[src/rtl/pipe_sel_mux.sv]
// N-channel W-bit registered select mux with valid/ready on both sides and a 2-entry skid buffer.
// Define PIPE_SEL_MUX_ERRCNT_EN to add a saturating err_count output for out-of-range beats.
module pipe_sel_mux #(
  parameter int unsigned WIDTH    = 32,
  parameter int unsigned CHANNELS = 4,
  parameter int unsigned SEL_W    = $clog2(CHANNELS)
) (
  input  logic                      clk,
  input  logic                      reset_n,
  input  logic [WIDTH*CHANNELS-1:0] in_data,
  input  logic [SEL_W-1:0]          in_sel,
  input  logic                      in_valid,
  output logic                      in_ready,
  output logic [WIDTH-1:0]          out_data,
  output logic                      out_err,
  output logic                      out_valid,
  input  logic                      out_ready
`ifdef PIPE_SEL_MUX_ERRCNT_EN
  ,
  output logic [15:0]               err_count
`endif
);

  typedef enum logic [1:0] {
    EMPTY = 2'b00,
    ONE   = 2'b01,
    FULL  = 2'b11
  } state_e;

  state_e             state_q;
  logic [WIDTH-1:0]   main_data_q;
  logic               main_err_q;
  logic [WIDTH-1:0]   skid_data_q;
  logic               skid_err_q;
  logic               in_ready_q;
  logic               out_valid_q;

  logic [WIDTH-1:0]   cap_data_d;
  logic               cap_err_d;
  logic               in_fire;
  logic               out_fire;

  assign in_fire  = in_valid & in_ready_q;
  assign out_fire = out_valid_q & out_ready;

  assign in_ready  = in_ready_q;
  assign out_valid = out_valid_q;
  assign out_data  = main_data_q;
  assign out_err   = main_err_q;

  // An unmatched select leaves data zero and flags the beat as erroneous.
  always_comb begin
    cap_data_d = '0;
    cap_err_d  = 1'b1;
    for (int unsigned k = 0; k < CHANNELS; k++) begin
      if (in_sel == SEL_W'(k)) begin
        cap_data_d = in_data[k*WIDTH +: WIDTH];
        cap_err_d  = 1'b0;
      end
    end
  end

  always_ff @(posedge clk or negedge reset_n) begin
    if (!reset_n) begin
      state_q     <= EMPTY;
      main_data_q <= '0;
      main_err_q  <= 1'b0;
      skid_data_q <= '0;
      skid_err_q  <= 1'b0;
      in_ready_q  <= 1'b1;
      out_valid_q <= 1'b0;
    end else begin
      case (state_q)
        EMPTY: begin
          if (in_fire) begin
            main_data_q <= cap_data_d;
            main_err_q  <= cap_err_d;
            out_valid_q <= 1'b1;
            state_q     <= ONE;
          end
        end
        ONE: begin
          if (in_fire && out_fire) begin
            main_data_q <= cap_data_d;
            main_err_q  <= cap_err_d;
          end else if (in_fire) begin
            skid_data_q <= cap_data_d;
            skid_err_q  <= cap_err_d;
            in_ready_q  <= 1'b0;
            state_q     <= FULL;
          end else if (out_fire) begin
            out_valid_q <= 1'b0;
            state_q     <= EMPTY;
          end
        end
        FULL: begin
          if (out_fire) begin
            main_data_q <= skid_data_q;
            main_err_q  <= skid_err_q;
            in_ready_q  <= 1'b1;
            state_q     <= ONE;
          end
        end
        default: begin
          out_valid_q <= 1'b0;
          in_ready_q  <= 1'b1;
          state_q     <= EMPTY;
        end
      endcase
    end
  end

`ifdef PIPE_SEL_MUX_ERRCNT_EN
  logic [15:0] err_count_q;

  assign err_count = err_count_q;

  always_ff @(posedge clk or negedge reset_n) begin
    if (!reset_n) begin
      err_count_q <= '0;
    end else if (out_fire && main_err_q && (err_count_q != '1)) begin
      err_count_q <= err_count_q + 16'd1;
    end
  end
`endif

endmodule

[config.mk]
export PLATFORM = sky130hd
export DESIGN_NAME = pipe_sel_mux
export DESIGN_NICKNAME = d
export VERILOG_FILES = /design/src/rtl/pipe_sel_mux.sv
export SDC_FILE = /design/constraint.sdc
export NUM_CORES = 1
export LEC_CHECK = 0
export ABC_CLOCK_PERIOD_IN_PS = 2200
export CORE_MARGIN = 8
export CORE_UTILIZATION = 44
export CTS_CLUSTER_DIAMETER = 80
export CTS_CLUSTER_SIZE = 30
export DETAILED_ROUTE_END_ITERATION = 6
export PLACE_DENSITY_LB_ADDON = 0.08
export SLEW_MARGIN = 20
export SYNTH_ARGS = -nofsm -noshare
export SYNTH_HDL_FRONTEND = slang
export SYNTH_SLANG_ARGS = --single-unit
[constraint.sdc]
create_clock -name clk -period 2.2 [get_ports clk]
set_input_delay 0.66 -clock clk [delete_from_list [all_inputs] [get_ports clk]]
set_output_delay 0.66 -clock clk [all_outputs]
set_load 0.005 [all_outputs]
==> results.md, run 1 <==
- Status: finished, final reports clean
- DRC Markers: 0
- Antenna violations before repair: 1
- CTS clock-pin slew for the worst setup and hold paths: 0.08 ns
- Synth Register Bits: 70
- Gp weighted congestion: 0.784
- Port Buffers: 168
- Hold_buf cts: 0
- Die W: around 110 µm
- Clk_skew: 0.0104 ns
- Sequential fraction of the synthesis area: 41.9%
- Setup crit end kind: primary output
- Layout cells sized above 1: 11.4%
- Total of max-cap violations: 0
- Multi-input logic area: 2200 µm²
- Final net count: 762
- Number of global-route vias before repair: 4329
- Via count: 4015
- Max Buffers Root-to-Sink: 2
- Placed Cells: 742
- Router iterations before antenna repair: 5
- Pins Over Slew Limit: 0
- Worst Path Required: 1.54 ns
- Worst Tran Pin Value: 0.525 ns
- Hold Vio Cnt, Final: 0
- Cell area after synthesis: 4190 µm²
- Tot Pwr: between 2 and 3 mW
- Final Setup Violations: 0
- Die area: 12900 µm²
- Ys Warns: 0
- Area grow syn2layout: 48.1%
- Clk Latency, worst-skew pair: about 0.33 ns
- Setup Total Neg Slack: 0 ns
- Crit Path Category: reg2out
- Syn Area/Cell: 8.91 µm²
- Startpoint class of the critical path: flop
- Total CTS buffers: 9
- Die Y: 114 µm
- Post-CTS sizing: 0
- Final std cells w/o fill: 759
- DR vias/cell: between 5 and 6
- # clock sinks: 70
- Layout fillers: 775
- Clock power frac: between 30% and 40%
- Worst hold path type: in2async
- Fin util: 67.1%
- WP data arrival: 1.42 ns
- Initial Utilization: 45.3%
- Pleak: 2.67 nW
- Switching share of power: a little under a quarter
- CTS root buf: clkbuf_8
- Internal power: approximately 2.2 mW
- Final antenna-violating net count: 0
- Worst-path cell chain: clkdlybuf4s50_1
- Worst Path Buf+Inv: 1
- Mapped Cells: 470
- Drt initial violations: 164
- CTS tree: built
- Register Area: between 1500 and 2000 µm²
- Crit share post-route: between 90% and 100%
- Pwr/cell area: 469 nW/µm²
- Detailed Place HPWL: approximately 9400 µm
- Seq pwr share: 44.2%
- Wire per inst: 16.3 µm
- GRT overflow: 0
- H-tree depth: 3
- Max Freq: ~480 MHz
- Commonest non-fill, non-tap cells in the layout: 165 x clkdlybuf4s50_1, 135 x nand2_1, 69 x dfrtp_1, 67 x o21ai_0, 34 x mux2_2
- Total track usage: 19.0%
- WL final: roughly 12000 µm
- Net Switching: 0.696 mW
- First-pass GRT wire length: 20200 µm
- Minimum clock period: 2.08 ns
- Commonest non-fill, non-tap cell in the layout: clkdlybuf4s50_1
- Max IR drop VDD: 0.369 mV
- Min Hold Slack: just under 0.3 ns
- Post-CTS setup buffers: 0
- Slew headroom: between 60 and 70%
- Critical Path Max Stage Delay: just under 0.6 ns
- Total nets after synthesis: 608
- Comb pwr share: 19.3%
- RSZ-0062 raised after global routing: no
- CP top delay family: flip-flops
- IO Count: 169
- Core Box Area: 9240 µm²
- Crit path max-delay cell type: dfstp_2
- Maximum fanout along the worst path: 7
- Post-synth cell types: 29
- Largest net degree at the start of global routing: 66
- Row cnt: 35
[final cells by class]
cell class / count / area share, %
flip-flops and latches: 70 / 28.3
multi-input cells: 356 / 35.4
well taps: 129 / 2.60
repair buffers: 181 / 29.9
clock buffers: 11 / 2.44
inverters: 6 / 0.363
clock inverters: 5 / 0.928
diodes: 1 / 0.0404
[power groups by stage]
stage / clock network, mW / registers, mW / logic (mW)
finish: 1.06 / 1.29 / 0.562
global route: 1.14 / 1.29 / 0.615
CTS: 1.08 / 1.29 / 0.568
detailed placement: 0 / 1.31 / 0.566
global placement: 0 / 1.31 / 0.552
floorplan: 0 / 1.31 / 0.250
[layer usage]
layer | wire length (µm) | track usage, % | part of all wire [%] | up-vias
met4 | 159 | 7.02 | 1.3 | 0
met1 | 5030 | 21.7 | 41 | 1857
met3 | 1040 | 5.18 | 8.4 | 18
met2 | 6160 | 33.3 | 50 | 164
li1 | - | - | - | 1976
met5 | 0 | 0 | 0 | -
[per-stage QoR]
step                      setup slack (ns)  cell area [µm²]
final                                0.119             6200
after global routing                0.0769             6200
after CTS                           0.0979             6200
after detailed placement            0.0543             5990
after global placement              0.0853             5990
after floorplan                      0.547             4190
[logic make-up after synthesis]
family	share of synthesized area (%)
multiplexers	16.8
AND/OR/NAND/NOR	13.8
flip-flops	41.9
buffers and inverters	5.77
adder cells (fa/ha/maj)	1.20
AO/OA/AOI/OAI	20.6
[Yosys cell counts]
master	instances	share of area, %
buf_4	7	1.3
buf_6	4	1.1
mux2i_1	32	7.6
a31oi_1	1	0.15
nand2b_1	1	0.15
a21oi_1	5	0.60
inv_1	6	0.54
buf_2	16	1.9
o221ai_1	33	6.9
o21ai_1	29	3.5
a21bo_2	2	0.48
dfstp_2	1	0.63
nand2_1	135	12
and4_1	1	0.21
o211ai_1	1	0.18
ha_1	4	1.2
and2_1	1	0.15
clkbuf_1	8	0.72
o2111ai_4	1	0.63
nand3_1	3	0.36
nand2b_4	1	0.33
nor2_1	2	0.18
o311ai_0	1	0.21
nor2b_1	1	0.15
dfrtp_1	69	41
mux2_2	34	9.1
o21ai_0	67	8.0
or2_1	1	0.15
buf_1	3	0.27
[state kept, by name, indices dropped and copies added (netlist names)]
signal / flops
state_q: 2
skid_err_q: 1
out_valid: 1
skid_data_q: 32
in_ready: 1
out_err: 1
out_data: 32
[final timing paths]
check / startpoint / end / slack [ns] / cells past startpoint
max in group asynchronous: reset_n / skid_data_q[6] / 1.33 / 2
min: reset_n / out_data[5] / 0.29 / 1
min in group clk: out_data[27] / out_data[27] / 0.48 / 2
max reg2reg: state_q[1] / state_q[0] / 0.47 / 5
max: in_ready / in_ready / 0.12 / 1
min reg2reg: out_data[27] / out_data[27] / 0.48 / 2
(Power assumes the default switching activity.)
==> run 2: changes to the inputs <==
CAP_MARGIN = 10   (was unset)
==> results of run 2 <==
Final layout, timing and power as in run 1 (identical DEF).
